## src/rtl/sixteen_bit_1x16_demux_reg.sv

```systemverilog
// Registered 1-to-16 demultiplexer with burst auto-increment and per-channel update strobes.
// Optional shadow/commit double buffering is built when DEMUX_DOUBLE_BUFFER_EN is defined.
module sixteen_bit_1x16_demux_reg #(
  parameter int                 DATA_W    = 16,
  parameter logic [DATA_W-1:0]  RESET_VAL = '0
) (
  input  logic              i_clk,
  input  logic              i_reset,
  input  logic              i_valid,
  output logic              o_ready,
  input  logic [3:0]        i_select,
  input  logic [DATA_W-1:0] i_data,
  input  logic              i_burst,
  input  logic [3:0]        i_burst_len,
  input  logic              i_commit,
  output logic [DATA_W-1:0] o_0,
  output logic [DATA_W-1:0] o_1,
  output logic [DATA_W-1:0] o_2,
  output logic [DATA_W-1:0] o_3,
  output logic [DATA_W-1:0] o_4,
  output logic [DATA_W-1:0] o_5,
  output logic [DATA_W-1:0] o_6,
  output logic [DATA_W-1:0] o_7,
  output logic [DATA_W-1:0] o_8,
  output logic [DATA_W-1:0] o_9,
  output logic [DATA_W-1:0] o_a,
  output logic [DATA_W-1:0] o_b,
  output logic [DATA_W-1:0] o_c,
  output logic [DATA_W-1:0] o_d,
  output logic [DATA_W-1:0] o_e,
  output logic [DATA_W-1:0] o_f,
  output logic [15:0]       o_update,
  output logic              o_burst_done
);

  typedef enum logic {
    S_IDLE,
    S_BURST
  } state_t;

  state_t            state, state_nxt;
  logic [3:0]        ptr, ptr_nxt;
  logic [4:0]        cnt, cnt_nxt;
  logic              xfer;
  logic              wr_en;
  logic [3:0]        wr_sel;
  logic [15:0]       wr_mask;
  logic              done_nxt;
  logic [DATA_W-1:0] slot_q [16];

  assign xfer    = i_valid & o_ready;
  assign wr_mask = wr_en ? (16'(1) << wr_sel) : 16'h0000;

  // NOTE: every variable driven here gets a default first so no latch is inferred.
  always_comb begin
    state_nxt = state;
    ptr_nxt   = ptr;
    cnt_nxt   = cnt;
    wr_en     = xfer;
    wr_sel    = i_select;
    done_nxt  = 1'b0;
    case (state)
      S_IDLE: begin
        if (o_ready && i_burst) begin
          if (i_valid) begin
            // The start word itself is the first burst word.
            ptr_nxt = i_select + 4'd1;
            cnt_nxt = {1'b0, i_burst_len};
            if (i_burst_len == 4'd0) done_nxt = 1'b1;
            else                     state_nxt = S_BURST;
          end else begin
            ptr_nxt   = i_select;
            cnt_nxt   = {1'b0, i_burst_len} + 5'd1;
            state_nxt = S_BURST;
          end
        end
      end
      S_BURST: begin
        wr_sel = ptr;
        if (xfer) begin
          ptr_nxt = ptr + 4'd1;
          cnt_nxt = cnt - 5'd1;
          if (cnt == 5'd1) begin
            done_nxt  = 1'b1;
            state_nxt = S_IDLE;
          end
        end
      end
      default: state_nxt = S_IDLE;
    endcase
  end

  // NOTE: state registers use non-blocking assignments so all flops update together.
  always_ff @(posedge i_clk or posedge i_reset) begin
    if (i_reset) begin
      state        <= S_IDLE;
      ptr          <= 4'd0;
      cnt          <= 5'd0;
      o_ready      <= 1'b0;
      o_burst_done <= 1'b0;
    end else begin
      state        <= state_nxt;
      ptr          <= ptr_nxt;
      cnt          <= cnt_nxt;
      o_ready      <= 1'b1;
      o_burst_done <= done_nxt;
    end
  end

`ifdef DEMUX_DOUBLE_BUFFER_EN
  logic [DATA_W-1:0] shadow_q [16];
  logic [15:0]       dirty_q;

  // NOTE: these arrays are held outputs with a defined reset value, so they are reset
  // in full rather than left as uninitialised RAM.
  always_ff @(posedge i_clk or posedge i_reset) begin
    if (i_reset) begin
      for (int i = 0; i < 16; i++) begin
        shadow_q[i] <= RESET_VAL;
        slot_q[i]   <= RESET_VAL;
      end
      dirty_q  <= 16'h0000;
      o_update <= 16'h0000;
    end else begin
      if (wr_en) shadow_q[wr_sel] <= i_data;
      if (i_commit) begin
        // A write on the commit edge is passed straight through to its output.
        for (int i = 0; i < 16; i++)
          slot_q[i] <= wr_mask[i] ? i_data : shadow_q[i];
        o_update <= dirty_q | wr_mask;
        dirty_q  <= 16'h0000;
      end else begin
        o_update <= 16'h0000;
        dirty_q  <= dirty_q | wr_mask;
      end
    end
  end
`else
  logic commit_unused;
  assign commit_unused = i_commit;

  // NOTE: these arrays are held outputs with a defined reset value, so they are reset
  // in full rather than left as uninitialised RAM.
  always_ff @(posedge i_clk or posedge i_reset) begin
    if (i_reset) begin
      for (int i = 0; i < 16; i++) slot_q[i] <= RESET_VAL;
      o_update <= 16'h0000;
    end else begin
      if (wr_en) slot_q[wr_sel] <= i_data;
      o_update <= wr_mask;
    end
  end
`endif

  assign o_0 = slot_q[0];
  assign o_1 = slot_q[1];
  assign o_2 = slot_q[2];
  assign o_3 = slot_q[3];
  assign o_4 = slot_q[4];
  assign o_5 = slot_q[5];
  assign o_6 = slot_q[6];
  assign o_7 = slot_q[7];
  assign o_8 = slot_q[8];
  assign o_9 = slot_q[9];
  assign o_a = slot_q[10];
  assign o_b = slot_q[11];
  assign o_c = slot_q[12];
  assign o_d = slot_q[13];
  assign o_e = slot_q[14];
  assign o_f = slot_q[15];

endmodule
```

## config.mk

```make
export PLATFORM = sky130hd
export DESIGN_NAME = sixteen_bit_1x16_demux_reg
export DESIGN_NICKNAME = d
export VERILOG_FILES = /design/src/rtl/sixteen_bit_1x16_demux_reg.sv
export SDC_FILE = /design/constraint.sdc
export NUM_CORES = 1
export LEC_CHECK = 0
export CAP_MARGIN = 20
export CORE_ASPECT_RATIO = 0.6
export CORE_MARGIN = 10
export CORE_UTILIZATION = 48
export CTS_CLUSTER_DIAMETER = 200
export DETAILED_ROUTE_END_ITERATION = 10
export GPL_ROUTABILITY_DRIVEN = 0
export HOLD_SLACK_MARGIN = 0.1
export PLACE_DENSITY_LB_ADDON = 0.15
export SYNTH_ARGS = -nofsm -noshare
export SYNTH_HDL_FRONTEND = slang
export SYNTH_SLANG_ARGS = --single-unit
```

## constraint.sdc

```tcl
create_clock -name i_clk -period 15.9 [get_ports i_clk]
set_clock_uncertainty 0.05 [all_clocks]
set_input_delay 4.77 -clock i_clk [delete_from_list [all_inputs] [get_ports i_clk]]
set_output_delay 4.77 -clock i_clk [all_outputs]
set_load 0.005 [all_outputs]
```

Yosys cells after proc, flatten, opt, wreduce, memory -nomap -nowiden
Cells that the tools add are included.
{ "word_totals": {"elab_cells": 64, "regBits": 284, "latch_bits": 0, "ramBits": 0, "input_bits": 29, "output_inout_bits": 274, "mem_count": 0, "romBits": 0} }
{ "classes": {"magnitude_cmp": 2, "n_div": 0, "add_sub_neg": 4, "shift": 1, "eq_ne": 3, "n_reduce_logical": 4, "mux": 25, "bitwise": 3, "mul": 0} }
{ "op_table": {"columns": ["cell", "count"], "rows": [
  ["bitwise mux 256 bit", 1],
  ["demux 16 bit (select 4 bit)", 1],
  ["2-to-1 mux 16 bit", 2],
  ["2-to-1 mux 4 bit", 4],
  ["left shift 1 x 4 -> 16 bit, first input constant", 1],
  ["2-to-1 mux 5 bit", 3],
  ["2-to-1 mux 1 bit", 10],
  ["case mux 5 bit (2 select lines)", 1],
  ["adder 4 x 1 -> 4 bit, second input constant", 2],
  ["case mux 4 bit (2 select lines)", 1],
  ["adder 4 x 1 -> 5 bit, second input constant", 1],
  ["equality test 5 x 1 -> 1 bit, second input constant", 1],
  ["greater-or-equal comparator 5 bit, second input constant", 1],
  ["< comparator 5 x 1 -> 1 bit, second input constant", 1],
  ["inverter 4 -> 5 bit", 1],
  ["subtractor 5 x 1 -> 5 bit, second input constant", 1],
  ["logical NOT 4 bit", 1],
  ["case mux 1 bit (2 select lines)", 2],
  ["logical AND 1 bit", 2],
  ["inequality test 2 x 1 -> 1 bit, second input constant", 1],
  ["inequality test 2 bit, second input constant", 1],
  ["AND reduction 2 bit", 1],
  ["AND 1 bit", 1],
  ["inverter 1 bit", 1]
]} }

Logic depth before layout (Yosys ltp)
Gate-level depths: netlist of the first run.
{ "depth": {"ltp_word": 7, "depth_mapped": 7, "ltp_nobuf": 5} }

Least setup slack after synthesis of the first run
OpenSTA, ideal clock, no wires.
{ "synth_timing": {"path_type": "input to register", "startpoint": "in i_valid", "endpoint": "reg slot_q (netlist bit o_9[0])", "setup_time_ns": 0.125, "path_buffers": 2, "required_time_ns": 15.725, "path_slack_ns": 9.757, "arrival_time_ns": 5.968, "path_stages": 6, "cell_sequence": "and2_1 > buf_4 > nand3_2 > nor2_2 > buf_6 > mux2_2"} }
{ "synth_between": {"elab_chain_len": 1} }
{ "synth_rtl": {"columns": ["item", "line", "text"], "rows": [
  ["start: declaration", "9", "input logic i_valid,"],
  ["AND 1 bit", "51", "assign xfer = i_valid & o_ready;"],
  ["end signal: indexed assignment", "149", "if (wr_en) slot_q[wr_sel] <= i_data;"],
  ["end: declaration", "49", "logic [DATA_W-1:0] slot_q [16];"]
]} }
No other way between the ends.
A chain may end at the register's enable or synchronous reset.

Worst setup path after layout of the first run
{ "layout_timing": {"startpoint": "in i_valid", "endpoint": "reg slot_q (netlist bit o_9[7])"} }
Same word-level chain as after synthesis.

==> impl_summary.txt, run 1 <==
----------------------------------------------------
[Synthesis]
  Part of the Yosys area used for sequential elements ... 0.6294
  Net Count, Synth ... 740
  Combined area of all synthesized cells ... 0.01129 mm2
  Mapped Cells ... 705
  Number of unique standard cell types used by synthesis ... 52
  Register bit total from synthesis ... 284
  Synthesis warning total ... 0
  Mean instance size in the synthesized netlist ... 16.02 um2

[Power and ir drop]
  Power density relative to cell area ... 193.5 mW/mm2
  Leakage power figure ... 7.088 nW
  IR Drop Worst-Case VDD ... 0.1125 mV

[STA]
  Setup repair after global routing missed its margin ... false
  Final setup TNS ... 0 ps
  Maximum achievable frequency ... 0.1417 GHz
  Max-slew headroom ... 0.2679
  Number of pins with negative max-slew slack in the final report ... 0
  Final Hold Slack ... 442.9 ps
  Hold violation count in the final report ... 0
  Tmin final ... 7059 ps
  Ratio of final minimum period to clock period ... 0.4440
  Final setup violation count ... 0
  Slew of the pin with the lowest slew margin ... 1098 ps

[Placement]
  Detailed placer's ending HPWL ... 22.13 mm
  Port-buffer cells ... 301
  Cell area after placement ... 0.01443 mm2

[Clock network]
  Num CTS Buffers ... 26
  CTS resizes ... 0
  Insertion delay of the later-clocked pin in the worst-skew pair ... 530 ps
  Number of sinks handled by clock tree synthesis ... 284
  CTS tree ... built
  Setup fix buffers added after clock tree synthesis ... 0
  Hold buffers post-CTS ... 0
  Total number of H-tree levels ... 1
  Library cell used as clock root buffer ... sky130_fd_sc_hd__clkbuf_16
  Number of buffers between clock root and the deepest sink ... 3
  Clock-pin slew on the worst setup and hold paths ... 60 ps

[Cells and area]
  Share of final-layout standard cells stronger than drive strength 1 ... 0.3093
  Most frequent standard cell in the layout excluding fill and tap cells ... sky130_fd_sc_hd__clkdlybuf4s50_1
  Antenna Diode Count ... 0
  Total non-filler cell area in the finished layout ... 0.01535 mm2
  Nets ... 1030
  Most frequent cells in the layout ... sky130_fd_sc_hd__clkdlybuf4s50_1 (301), sky130_fd_sc_hd__dfrtp_1 (284), sky130_fd_sc_hd__mux2_2 (202)
  Area overhead of the layout relative to synthesis ... 35.94%

[Routing]
  Routed Antenna Nets ... 0
  DR vias ... 6797
  Routed wire per std cell ... 23.29 um
  DRT Wirelength ... 30.90 mm
  Vias per std cell ... 5.122
  Number of DRC markers in iteration 0 ... 355
  Number of remaining DRC errors ... 0
  DR pass1 iterations ... 4

[Job]
  Total of max-cap violations ... 0

[Floorplanning]
  Horiz. Die Dim ... 218 um
  Area of the die ... 0.03026 mm2
  Initial core utilization ... 0.4880
  FP Rows ... 43
  Vertical die dimension ... 138.8 um
  Number of top-level design ports ... 303
  Std-Cell Core Area ... 0.02313 mm2

[Worst setup path]
  Data required, critical path ... 16260 ps
  Largest fanout of any net on the critical path ... 17
  CP Data Arrival Time ... 7420 ps
  Kind of start point of the critical path ... input pin
  Type of destination of the critical path ... flip-flop
  Critical path class ... input pin to flip-flop

[GRT]
  Maximum number of pins on one net before global-route repair ... 150
  Total global routing track utilization ... 0.1998
  Global route total overflow ... 0
  Vias in the first global route ... 7091
  Wire length of the first global-routing pass ... 46.73 mm
  Antenna violations before repair ... 0

[Hold path]
  Hold WC Path Type ... flip-flop to flip-flop

[Run status]
  Result of the run ... finished clean

----------------------------------------------------
path summary, 6_finish.rpt:
kind                         start           to  slack, ps  cells past startpoint
hold reg to reg             o_2[6]       o_2[6]        440                      1
max in group asynchronous  i_reset       o_3[0]       9470                      3
min in group asynchronous  i_reset  o_update[9]       4840                      2
setup / recovery           i_valid       o_9[7]       8840                      5
setup reg to reg             state      o_8[15]      13220                      5
hold / removal              o_2[6]       o_2[6]        440                      1
per-stage QoR:
step	total power (W)	setup slack [ps]	util	cells
detailed placement	0.002342	8165	0.6239	1280
floorplan	0.001604	3244	-	705
global placement	0.002315	8140	0.6226	1278
finish	0.002970	8841	0.6634	1327
CTS	0.003002	8727	0.6621	1325
global route	0.003128	8730	0.6634	1327
worst max-delay path, cell delays in order:
cell and delay (ps):
sky130_fd_sc_hd__clkdlybuf4s50_1 800, sky130_fd_sc_hd__and2_1 400, sky130_fd_sc_hd__nand3_2 270, sky130_fd_sc_hd__nor2_2 750, sky130_fd_sc_hd__mux2_2 420
report_power, final:
group          switching, W  internal, W  total [W]  leakage (nW)
logic              0.000384     0.000755    0.00114          2.96
clock network      0.000269     0.000381   0.000650         0.434
registers          0.000164      0.00102    0.00118          3.70
total              0.000817      0.00215    0.00297          7.09
kinds of logic (layout without fill, tap and decap cells):
group,Yosys count,count (layout),synth area share
fa+ha+maj,6,6,0.006649
simple gates,54,54,0.02826
xor+xnor,6,6,0.004654
mux,264,264,0.2785
other cells,1,1,0.0003321
flops,284,284,0.6294
compound gates,28,28,0.01806
buf+inv,62,369,0.03413
routing by layer:
metal	global-route usage	wire length [um]	vias up
li1	-	-	3040
met1	0.2701	13680	3524
met2	0.2977	13600	211
met3	0.08540	3307	22
met4	0.03020	321	0
met5	0	0	-
cells in the mapped netlist, drive strengths merged:
cell / count / area, um2
nand3b: 1 / 7.510
a2bb2oi: 1 / 8.760
and2: 2 / 12.52
a31o: 1 / 8.760
o311ai: 1 / 8.760
clkbuf: 17 / 63.81
o21ai: 8 / 40.04
o32a: 1 / 22.52
mux2i: 4 / 43.79
inv: 16 / 60.05
o32ai: 1 / 8.760
a222oi: 2 / 20.02
xnor2: 5 / 43.79
a32o: 1 / 10.01
or2: 3 / 18.77
or3: 2 / 12.51
nand4b: 1 / 8.760
nand4: 3 / 18.77
o22ai: 3 / 18.77
nor3: 1 / 5.000
and4b: 1 / 10.01
nand2b: 5 / 31.28
o2bb2ai: 1 / 8.760
nor2: 12 / 75.07
nand3: 7 / 45.04
nand2: 13 / 48.80
o211ai: 1 / 7.510
nor4b: 1 / 8.760
a21oi: 5 / 25.02
ha: 6 / 75.07
xor2: 1 / 8.760
conb: 1 / 3.750
nor4bb: 1 / 10.01
o22a: 1 / 8.760
buf: 29 / 261.5
dfrtp: 284 / 7107
nor2b: 1 / 6.260
a21o: 1 / 7.510
mux2: 260 / 3100
final cells by class:
class,count,area (um2)
clock buffers,35,755.7
clock inverters,10,130.1
fillers,1720,7786
inverters,16,67.56
multi-input cells,359,3799
flip-flops and latches,284,7107
well taps,315,394.1
repair buffers,308,3095
No activity file was read; power rests on OpenSTA's default activity.
==> run 2: changes to the inputs <==
--- a/config.mk
+++ b/config.mk
@@ -8,7 +8,7 @@
 export CAP_MARGIN = 20
 export CORE_ASPECT_RATIO = 0.6
 export CORE_MARGIN = 10
-export CORE_UTILIZATION = 48
+export CORE_UTILIZATION = 44
 export CTS_CLUSTER_DIAMETER = 200
 export DETAILED_ROUTE_END_ITERATION = 10
 export GPL_ROUTABILITY_DRIVEN = 0
==> constraint.sdc (replaced) <==
create_clock -name i_clk -period 5.9 [get_ports i_clk]
set_clock_uncertainty 0.05 [all_clocks]
set_input_delay 1.77 -clock i_clk [delete_from_list [all_inputs] [get_ports i_clk]]
set_output_delay 1.77 -clock i_clk [all_outputs]
set_load 0.005 [all_outputs]
==> run 2 against run 1 <==
Effect of this change:
- sequential share of layout area shrank 0.36 points
- count of clock-buffer cells in the layout grew 9
- worst setup slack lost 6800 ps
- power grew to 2.7 times the previous value
- cell area grew 0.79%
- die area grew 8.0%
==> impl_summary.txt, run 2 (synthesized netlist as in run 1, its figures left out) <==
----------------------------------------------------
[Cells and area]
  Final design utilization ... 0.6119
  Share of final-layout standard cells stronger than drive strength 1 ... 0.3115
  Seq. cell area ... 0.007107 mm2
  Area overhead of the layout relative to synthesis ... 37.01%
  Antenna Diode Count ... 0
  Total non-filler cell area in the finished layout ... 0.01547 mm2
  Most frequent standard cell in the layout excluding fill and tap cells ... sky130_fd_sc_hd__clkdlybuf4s50_1
  Nets ... 1035
  Multi-input logic area ... 0.003799 mm2
  Final-layout fill cell count ... 1974
  Most frequent cells in the layout ... sky130_fd_sc_hd__clkdlybuf4s50_1 (301), sky130_fd_sc_hd__dfrtp_1 (284), sky130_fd_sc_hd__mux2_2 (202)

[Power and ir drop]
  Power density relative to cell area ... 522.7 mW/mm2
  Cell internal pwr ... 0.005862 W
  Relative contribution of the clock network to total power ... 0.227
  NetSw ... 0.002225 W
  Share of total power in sequential cells ... 0.397
  IR Drop Worst-Case VDD ... 0.2514 mV
  Switch share ... 0.2751
  Leakage power figure ... 7.136 nW
  Combinational Power Share ... 0.376
  Overall power of the completed layout ... 0.008087 W

[Floorplanning]
  Area of the die ... 0.03268 mm2
  Horiz. Die Dim ... 226.8 um
  Vertical die dimension ... 144.1 um
  FP Rows ... 45
  Std-Cell Core Area ... 0.02528 mm2
  Initial core utilization ... 0.4466
  Number of top-level design ports ... 303

[Routing]
  DRT Wirelength ... 31.79 mm
  DR vias ... 6929
  Routed Antenna Nets ... 0
  Number of remaining DRC errors ... 0
  DR pass1 iterations ... 5
  Number of DRC markers in iteration 0 ... 496
  Routed wire per std cell ... 23.55 um
  Vias per std cell ... 5.133

[Placement]
  Port-buffer cells ... 301
  Detailed placer's ending HPWL ... 22.43 mm
  Cell area after placement ... 0.01449 mm2

[Clock network]
  Hold buffers post-CTS ... 0
  Clock-pin slew on the worst setup and hold paths ... 60 ps
  Num CTS Buffers ... 28
  Number of sinks handled by clock tree synthesis ... 284
  Total number of H-tree levels ... 1
  Setup fix buffers added after clock tree synthesis ... 0
  CTS resizes ... 0
  Insertion delay of the later-clocked pin in the worst-skew pair ... 540 ps
  CTS tree ... built
  Library cell used as clock root buffer ... sky130_fd_sc_hd__clkbuf_16
  Number of buffers between clock root and the deepest sink ... 3

[Worst setup path]
  Type of destination of the critical path ... flip-flop
  Data required, critical path ... 6270 ps
  Critical path class ... input pin to flip-flop
  CP Data Arrival Time ... 4270 ps
  Kind of start point of the critical path ... input pin
  Largest fanout of any net on the critical path ... 17
  Worst-case register-to-register setup slack ... 2840 ps

[GRT]
  Vias in the first global route ... 7350
  Global route total overflow ... 0
  Maximum number of pins on one net before global-route repair ... 127
  Antenna violations before repair ... 0
  Total global routing track utilization ... 0.1911
  Wire length of the first global-routing pass ... 47.57 mm

[STA]
  Ratio of final minimum period to clock period ... 0.6614
  Max-slew headroom ... 0.3186
  Number of pins with negative max-slew slack in the final report ... 0
  Hold violation count in the final report ... 0
  Maximum achievable frequency ... 0.2563 GHz
  Setup repair after global routing missed its margin ... false
  Final setup violation count ... 0
  Final setup TNS ... 0 ps
  Slew of the pin with the lowest slew margin ... 1022 ps
  Tmin final ... 3902 ps

[Hold path]
  Hold WC Path Type ... flip-flop to flip-flop

[Job]
  Total of max-cap violations ... 0

[Run status]
  Result of the run ... finished clean

----------------------------------------------------
-- run 2: cell types whose count changed in the layout (fill, tap and decap cells not counted), sizes merged --
cell and delta:
clkbuf +9, buf +3, clkinv -2, bufinv -1, clkinvlp +1, inv -1
-- run 2: critical path: stages --
cell and delay, ps:
sky130_fd_sc_hd__clkdlybuf4s50_1 610, sky130_fd_sc_hd__nor2_1 80, sky130_fd_sc_hd__a2bb2oi_1 510, sky130_fd_sc_hd__or3_1 870
sky130_fd_sc_hd__mux2_2 420
-- run 2: worst paths after layout --
path,start,endpoint,cells after the start
worst min register to register,o_2[4],o_2[4],1
worst max register to register,state,o_8[14],4
min in group asynchronous,i_reset,o_6[8],2
max in group asynchronous,i_reset,o_5[10],3
worst min-delay path,o_2[4],o_2[4],1
worst max-delay path,i_select[2],o_8[14],5
-- run 2: area by class of cell --
type                            count  area share
Tap cell                          329     0.02661
Timing Repair Buffer              311      0.2025
Clock buffer                       44     0.05573
Inverter                           16    0.004125
Sequential cell                   284      0.4594
Multi-Input combinational cell    359      0.2456
Clock inverter                      7    0.006066
-- run 2: power groups by stage --
stage / clock network (W) / logic [W] / registers (W)
2_1_floorplan: 0 / 0.00110 / 0.00323
3_3_place_gp: 0 / 0.00306 / 0.00319
3_5_place_dp: 0 / 0.00309 / 0.00323
4_1_cts: 0.00188 / 0.00310 / 0.00321
5_1_grt: 0.00196 / 0.00326 / 0.00333
6_report: 0.00183 / 0.00304 / 0.00321
-- run 2: through the flow --
stage | cells | worst slack (ps) | hold WS [ps]
after floorplan | 705 | 316.7 | 432.8
after global placement | 1298 | 1462 | 417.2
after detailed placement | 1298 | 1452 | 428.0
after CTS | 1349 | 1998 | 444.3
after global routing | 1350 | 1856 | 455.6
final | 1350 | 1998 | 440.4
-- run 2: metal layers --
layer	wire (um)	GRT usage
met5	0	0
met4	656	0.04288
met3	3229	0.07543
met2	13910	0.2807
met1	13990	0.2608
==> run 3: changes to the inputs <==
==> constraint.sdc (replaced) <==
create_clock -name i_clk -period 3.2 [get_ports i_clk]
set_clock_uncertainty 0.05 [all_clocks]
set_input_delay 0.96 -clock i_clk [delete_from_list [all_inputs] [get_ports i_clk]]
set_output_delay 0.96 -clock i_clk [all_outputs]
set_load 0.005 [all_outputs]
==> run 3 against run 2 <==
Effect of this change:
- global-route usage rose by 0.076 points
- sequential power rose by 83%
- core utilization rose by 0.88 points
- highest routed layer unchanged
- cell count rose by 1.2%
- critical endpoint is now o_ready
- non-clock buffer count rose by 18
- die area did not move
- first-iteration DRC count fell by 5.2%
- critical path type is now flip-flop to output pin
- sequential cell count did not move
- register-to-register slack got worse by 2100 ps
- count of clock-buffer cells in the layout fell by 5
- sequential share of layout area fell by 0.65 points
- hold slack got worse by 3.1 ps
==> impl_summary.txt, run 3 (synthesized netlist as in run 1, its figures left out) <==
----------------------------------------------------
[Clock network]
  Clock-pin slew on the worst setup and hold paths ... 60 ps
  Total number of H-tree levels ... 1
  Library cell used as clock root buffer ... sky130_fd_sc_hd__clkbuf_16
  Number of buffers between clock root and the deepest sink ... 3
  Number of sinks handled by clock tree synthesis ... 284
  Insertion delay of the later-clocked pin in the worst-skew pair ... 540 ps
  Setup fix buffers added after clock tree synthesis ... 0
  Hold buffers post-CTS ... 0
  Num CTS Buffers ... 27
  CTS resizes ... 0
  CTS tree ... built

[Worst setup path]
  Largest delay contributor family on the critical path ... buffers and inverters
  Kind of start point of the critical path ... flip-flop
  Cells along the critical path ... clkdlybuf4s50_1
  Worst Reg2Reg Path Length in Cells ... 4
  Worst path slowest cell ... sky130_fd_sc_hd__clkdlybuf4s50_1
  Largest fanout of any net on the critical path ... 8
  Data required, critical path ... 2190 ps
  CP Data Arrival Time ... 1590 ps
  Critical path class ... flip-flop to output pin
  Levels on crit path ... 1
  Type of destination of the critical path ... output pin
  Worst path max stage delay ... 580 ps
  Buffering stage count on the worst path with inverters included ... 1

[Cells and area]
  Area overhead of the layout relative to synthesis ... 38.97%
  Most frequent cells in the layout ... sky130_fd_sc_hd__clkdlybuf4s50_1 (301), sky130_fd_sc_hd__dfrtp_1 (284), sky130_fd_sc_hd__mux2_2 (202)
  Antenna Diode Count ... 0
  Post-layout instance count excluding filler cells ... 1366
  Total non-filler cell area in the finished layout ... 0.01569 mm2
  Share of final-layout standard cells stronger than drive strength 1 ... 0.3240
  Most frequent standard cell in the layout excluding fill and tap cells ... sky130_fd_sc_hd__clkdlybuf4s50_1
  Nets ... 1052

[STA]
  Max-slew headroom ... 0.3680
  Final Hold Slack ... 437.4 ps
  Ratio of final minimum period to clock period ... 0.8127
  Maximum achievable frequency ... 0.3845 GHz
  Hold violation count in the final report ... 0
  Smallest setup slack after layout ... 599.2 ps
  Setup repair after global routing missed its margin ... false
  Slew of the pin with the lowest slew margin ... 947.0 ps
  Number of pins with negative max-slew slack in the final report ... 0
  Tmin final ... 2601 ps
  Final setup violation count ... 0

[GRT]
  Global route total overflow ... 0
  Wire length of the first global-routing pass ... 47.81 mm
  Antenna violations before repair ... 0
  Total global routing track utilization ... 0.1919
  Maximum number of pins on one net before global-route repair ... 117
  Vias in the first global route ... 7270

[Placement]
  Place WS ... 119.4 ps
  Number of cells in the design after placement ... 1317
  Detailed placer's ending HPWL ... 22.52 mm
  Port-buffer cells ... 301
  Cell area after placement ... 0.01479 mm2

[Power and ir drop]
  Power density relative to cell area ... 944.3 mW/mm2
  IR Drop Worst-Case VDD ... 0.4957 mV
  Leakage power figure ... 7.243 nW

[Floorplanning]
  Std-Cell Core Area ... 0.02528 mm2
  FP Rows ... 45
  Vertical die dimension ... 144.1 um
  Initial core utilization ... 0.4466
  Area of the die ... 0.03268 mm2
  Horiz. Die Dim ... 226.8 um
  Number of top-level design ports ... 303

[Routing]
  Number of DRC markers in iteration 0 ... 470
  Routed Antenna Nets ... 0
  Routed wire per std cell ... 23.39 um
  DR vias ... 6894
  Number of remaining DRC errors ... 0
  Vias per std cell ... 5.047
  DR pass1 iterations ... 4
  DRT Wirelength ... 31.96 mm

[Run status]
  Result of the run ... finished clean

[Job]
  Total of max-cap violations ... 0

[Hold path]
  Hold Path Stages ... 1
  Hold WC Path Type ... flip-flop to flip-flop

----------------------------------------------------
==> run 3: where the power goes <==
part / total [W] / switching (W) / leakage [nW] / internal (W)
registers: 0.00589 / 0.000844 / 3.70 / 0.00505
logic: 0.00567 / 0.00188 / 3.11 / 0.00379
clock network: 0.00325 / 0.00137 / 0.442 / 0.00188
==> run 3: stage by stage <==
stage / TNS, ps / utilization / power (W)
3_3_place_gp: 0 / 0.5851 / 0.01159
5_1_grt: 0 / 0.6207 / 0.01567
2_1_floorplan: -446810 / - / 0.007973
4_1_cts: 0 / 0.6207 / 0.01504
3_5_place_dp: 0 / 0.5851 / 0.01170
6_report: 0 / 0.6207 / 0.01482
==> run 3: path summary, 6_finish.rpt <==
path	end	start	slack [ps]
hold / removal	o_0[15]	o_0[15]	440
setup / recovery	o_ready	o_ready	600
max in group asynchronous	o_c[1]	i_reset	1630
min in group asynchronous	o_2[11]	i_reset	890
setup reg to reg	o_b[11]	state	740
hold reg to reg	o_0[15]	o_0[15]	440
==> run 3: cell type report <==
cell class,count,area [um2]
sequential,284,7107
fill,1959,9589
clock inverter,10,108.9
multi-input combinational,359,3799
inverter,16,63.81
tap,329,411.6
clock buffer,39,790.8
timing repair buffer,329,3411
==> run 3: metal layers <==
| metal | wire length [um] | GRT usage | vias to the layer above |
|---|---|---|---|
| li1 | - | - | 3102 |
| met1 | 14270 | 0.2590 | 3552 |
| met5 | 0 | 0 | - |
| met4 | 591 | 0.03972 | 0 |
| met3 | 2955 | 0.07482 | 35 |
| met2 | 14140 | 0.2876 | 205 |
